File: config.mk
export PLATFORM = sky130hd
export DESIGN_NAME = fpu_issuer
export DESIGN_NICKNAME = d
export VERILOG_FILES = /design/src/rtl/fpu_issuer.sv
export SDC_FILE = /design/constraint.sdc
export NUM_CORES = 1
export LEC_CHECK = 0
export BUFFER_PORTS_ARGS = -buffer_cell sky130_fd_sc_hd__buf_2
export CORE_ASPECT_RATIO = 1.4
export CORE_UTILIZATION = 50
export DETAILED_ROUTE_END_ITERATION = 8
export PLACE_DENSITY = 0.85
export SYNTH_ARGS = -nofsm -noshare
export SYNTH_HDL_FRONTEND = slang
export SYNTH_SLANG_ARGS = --single-unit
export TNS_END_PERCENT = 5
File: constraint.sdc
create_clock -name clk -period 6.2 [get_ports clk]
set_input_delay 0.31 -clock clk [delete_from_list [all_inputs] [get_ports clk]]
set_output_delay 0.31 -clock clk [all_outputs]
set_load 0.1 [all_outputs]
File: src/rtl/fpu_issuer.sv
// Initiator front end for the fpu start/done handshake: one command in flight,
// result returned on a valid/ready response port. Optional ISSUE watchdog: FPU_ISSUER_TIMEOUT_EN.
module fpu_issuer #(
    parameter int unsigned CNT_W          = 16,
    parameter int unsigned GAP_CYCLES     = 1,
    parameter int unsigned TIMEOUT_CYCLES = 255
) (
    input  logic             clk,
    input  logic             reset,
    input  logic             cmd_valid,
    output logic             cmd_ready,
    input  logic [1:0]       cmd_op,
    input  logic [31:0]      cmd_a,
    input  logic [31:0]      cmd_b,
    output logic             fpu_start,
    output logic [1:0]       fpu_op,
    output logic [31:0]      fpu_a,
    output logic [31:0]      fpu_b,
    input  logic             fpu_done,
    input  logic [31:0]      fpu_r,
    output logic             rsp_valid,
    input  logic             rsp_ready,
    output logic [31:0]      rsp_data,
    output logic [1:0]       rsp_op,
    output logic             rsp_timeout,
    output logic             busy,
    output logic [CNT_W-1:0] ops_count
);

    localparam int unsigned GAP_W = (GAP_CYCLES > 1) ? $clog2(GAP_CYCLES) : 1;
    localparam logic [31:0] QNAN  = 32'h7FC0_0000;

    typedef enum logic [1:0] {
        IDLE  = 2'd0,
        ISSUE = 2'd1,
        GAP   = 2'd2,
        RESP  = 2'd3
    } state_t;

    state_t           state;
    state_t           state_nxt;
    logic [GAP_W-1:0] gap_cnt;
    logic             gap_done;
    logic             cmd_fire;
    logic             tmo_hit;

    if (GAP_CYCLES < 1) begin : g_gap_chk
        $error("fpu_issuer: GAP_CYCLES must be at least 1");
    end
    if (TIMEOUT_CYCLES < 1) begin : g_tmo_chk
        $error("fpu_issuer: TIMEOUT_CYCLES must be at least 1");
    end

    assign cmd_fire = (state == IDLE) && cmd_valid && cmd_ready;
    assign gap_done = (gap_cnt == GAP_W'(GAP_CYCLES - 1));

`ifdef FPU_ISSUER_TIMEOUT_EN
    localparam int unsigned TMO_W = $clog2(TIMEOUT_CYCLES + 1);

    logic [TMO_W-1:0] tmo_cnt;

    // Counts ISSUE cycles; held at zero elsewhere so it restarts on every issue.
    always_ff @(posedge clk or posedge reset) begin
        if (reset) begin
            tmo_cnt <= '0;
        end else if (state != ISSUE) begin
            tmo_cnt <= '0;
        end else begin
            tmo_cnt <= tmo_cnt + TMO_W'(1);
        end
    end

    assign tmo_hit = (state == ISSUE) && (tmo_cnt == TMO_W'(TIMEOUT_CYCLES - 1));
`else
    assign tmo_hit = 1'b0;
`endif

    always_ff @(posedge clk or posedge reset) begin
        if (reset) begin
            state <= IDLE;
        end else begin
            state <= state_nxt;
        end
    end

    // A done still high after the gap count keeps us in GAP until it falls.
    always_comb begin
        state_nxt = state;
        case (state)
            IDLE:    if (cmd_fire)                 state_nxt = ISSUE;
            ISSUE:   if (fpu_done || tmo_hit)      state_nxt = GAP;
            GAP:     if (gap_done && !fpu_done)    state_nxt = RESP;
            RESP:    if (rsp_ready)                state_nxt = IDLE;
            default:                               state_nxt = IDLE;
        endcase
    end

    // Status outputs are registered copies of the next-state decode.
    always_ff @(posedge clk or posedge reset) begin
        if (reset) begin
            cmd_ready <= 1'b0;
            fpu_start <= 1'b0;
            rsp_valid <= 1'b0;
            busy      <= 1'b0;
        end else begin
            cmd_ready <= (state_nxt == IDLE);
            fpu_start <= (state_nxt == ISSUE);
            rsp_valid <= (state_nxt == RESP);
            busy      <= (state_nxt != IDLE);
        end
    end

    always_ff @(posedge clk or posedge reset) begin
        if (reset) begin
            fpu_op      <= '0;
            fpu_a       <= '0;
            fpu_b       <= '0;
            rsp_op      <= '0;
            rsp_data    <= '0;
            rsp_timeout <= 1'b0;
            ops_count   <= '0;
            gap_cnt     <= '0;
        end else begin
            if (cmd_fire) begin
                fpu_op <= cmd_op;
                fpu_a  <= cmd_a;
                fpu_b  <= cmd_b;
                rsp_op <= cmd_op;
            end

            // A done in the watchdog's terminal cycle takes priority over the abort.
            if (state == ISSUE && fpu_done) begin
                rsp_data    <= fpu_r;
                rsp_timeout <= 1'b0;
            end else if (tmo_hit) begin
                rsp_data    <= QNAN;
                rsp_timeout <= 1'b1;
            end

            if (state == RESP && rsp_ready) begin
                ops_count <= ops_count + CNT_W'(1);
            end

            if (state != GAP) begin
                gap_cnt <= '0;
            end else if (!gap_done) begin
                gap_cnt <= gap_cnt + GAP_W'(1);
            end
        end
    end

endmodule
==> metrics.cfg <==
[floorplan]
chipHeight_um = 116
die_w_um = 83.8
start_util_pct = 51.9
design.core.area_um2 = 9030
num_rows = 41
ios = 224
dieArea_um2 = 9760

[detailed_routing]
dr.max_layer_used = met4
drt_iter0_drc = 257
wl_met2_um = 6150
route.detailed.drc = 0
drtAntennaViolNets = 0
firstDrtPassIters = 4
wl_met3_um = 636
wirelength_um = 11100
vias = 3830
viasPerCell = 4.94
met1_length_um = 4060
wl_per_cell_um = 14.3

[grt]
antenna_found_initial = 0
grt_use_total_pct = 23.6
grt_start_max_net_pins = 70
grt_pass1_wl_um = 17900
grt_overflow_total = 0
grt_pass1_vias = 3854

[worst_setup_path]
r2r_end = fpu_b[8]
cp_max_fo = 67
reg2reg_slack_ns = 4.15
end_kind = register
crit_type = reg2reg
cp_data_arrival_time_ns = 2.38
startpoint_type = register
required_ns = 6.53
ff2ff_path_depth = 4
timing.rr.start = state[0]

[yosys]
yosysUniqueCellTypes = 27
synth_fp_nets = 539
synth-seq-cells = 120
ys_warn_count = 0
syn-cell-area_um2 = 4680
syn_avg_cell_area_um2 = 10.8
ys_seq_area_share_pct = 64.1
netlist_instances = 435
synthFlopType = dfrtp_1
synth_edf_count = 0
synthArstFlopShare_pct = 100

[cells_and_area]
final_cell_mix = buf_2, nand2_1, dfrtp_1
layout.cells.non_filler = 775
final_area_um2 = 6420
syn_to_final_growth_pct = 37.1
final_common_cell = buf_2
layout.nets = 759
diodes = 0
drive_above_1_share_pct = 43.9

[timing]
rsz0062_at_grt = false
tightest_slew_ns = 1.15
setup_viol = 0
min_period_over_period_pct = 33.0
hold_viol_final = 2
fin_worst_skew_ns = 0.00902
tns_ns = 0
whs_ns = -0.00158
relSlewSlack_pct = 23.5
fmax_mhz = 488
fin_crit_ns = 2.05
slew_violations = 0

[clock_tree]
root_buffer = clkbuf_16
cts.sinks = 120
post_cts_buffers = 0
cts_buffers = 17
clk_latency_ns = 0.40
clk_path_buf_depth = 2
clk_pin_slew_ns = 0.05
cts_max_level = 4
cts_resized = 0
cts_tree = done
holdBufCountCts = 0

[run_status]
status = complete, but fails checks
violations = negative hold slack

[run]
drv_cap = 0

[placement]
dp_cells = 743
port-buffer-count = 222
place_area_um2 = 5800
gp_congestion = 0.750
dp.final_hpwl_um = 7840

[worst_hold_path]
hp-class = in2async

[cells in the mapped netlist, types with 2 or more instances]
cell | count | share of area (%)
mux2_2 | 25 | 6.0
and4_4 | 2 | 0.48
dfrtp_1 | 120 | 64
and3_2 | 2 | 0.32
xor2_1 | 4 | 0.75
buf_6 | 5 | 1.2
a21oi_1 | 2 | 0.21
nand4_1 | 7 | 0.94
buf_4 | 3 | 0.48
inv_1 | 5 | 0.40
nand2_1 | 207 | 17
nor2_1 | 6 | 0.48
clkbuf_1 | 4 | 0.32
and3_1 | 2 | 0.27
buf_2 | 11 | 1.2
nand3_1 | 2 | 0.21
mux2_1 | 8 | 1.9
xnor2_1 | 11 | 2.1
[critical path, cell delays in order (launching register included)]
cell	delay (ns)
dfrtp_1	0.48
nor2_2	0.17
and3_2	0.97
nand2_1	0.20
nand2_1	0.12
[cells by family (layout without fill, tap and decap cells)]
group | Yosys count | count (layout) | share of synthesized area [%]
flip-flops | 120 | 120 | 64.1
buffers and inverters | 28 | 261 | 3.58
other | 1 | 1 | 0.0801
XOR/XNOR | 15 | 15 | 2.81
adder cells (fa/ha/maj) | 1 | 1 | 0.267
multiplexers | 33 | 33 | 7.94
AO/OA/AOI/OAI | 4 | 4 | 0.481
AND/OR/NAND/NOR | 233 | 233 | 20.7
[routing by layer]
metal  up-vias  GRT usage, %
met3        22          6.01
met4         0          11.6
met2       178          42.8
li1       1804             -
met1      1826          25.9
met5         -             0
[state kept, by name, indices dropped and copies added (netlist names)]
signal and count:
busy 1, ops_count 16, rsp_valid 1, state 2
fpu_a 32, rsp_op 2, cmd_ready 1, fpu_start 1
rsp_data 32, fpu_b 32
[metrics by stage]
step	setup slack, ns	utilization, %
after floorplan	2.70	-
after global placement	4.28	64.3
after detailed placement	4.18	64.3
after CTS	4.14	71.1
after global routing	3.97	71.1
final	4.15	71.1
[worst max-delay path by stage]
| stage | startpoint | slack [ns] | endpoint |
|---|---|---|---|
| 2_1_floorplan | reset | 2.70 | busy |
| 3_3_place_gp | state[0] | 4.28 | cmd_ready |
| 3_5_place_dp | state[0] | 4.18 | fpu_b[4] |
| 4_1_cts | state[0] | 4.14 | fpu_b[8] |
| 5_1_grt | state[0] | 3.97 | fpu_b[8] |
| 6_report | state[0] | 4.15 | fpu_b[8] |
[cell type report]
cell class              instances  area [um^2]
flip-flops and latches        120         3000
multi-input cells             287         1520
well taps                     107          134
clock buffers                  20          467
fillers                       668         2610
inverters                       5         21.3
repair buffers                224         1130
clock inverters                12          149
Power is not shown: default switching activity piles up to over one toggle a cycle in this logic, so the estimate is an artifact.
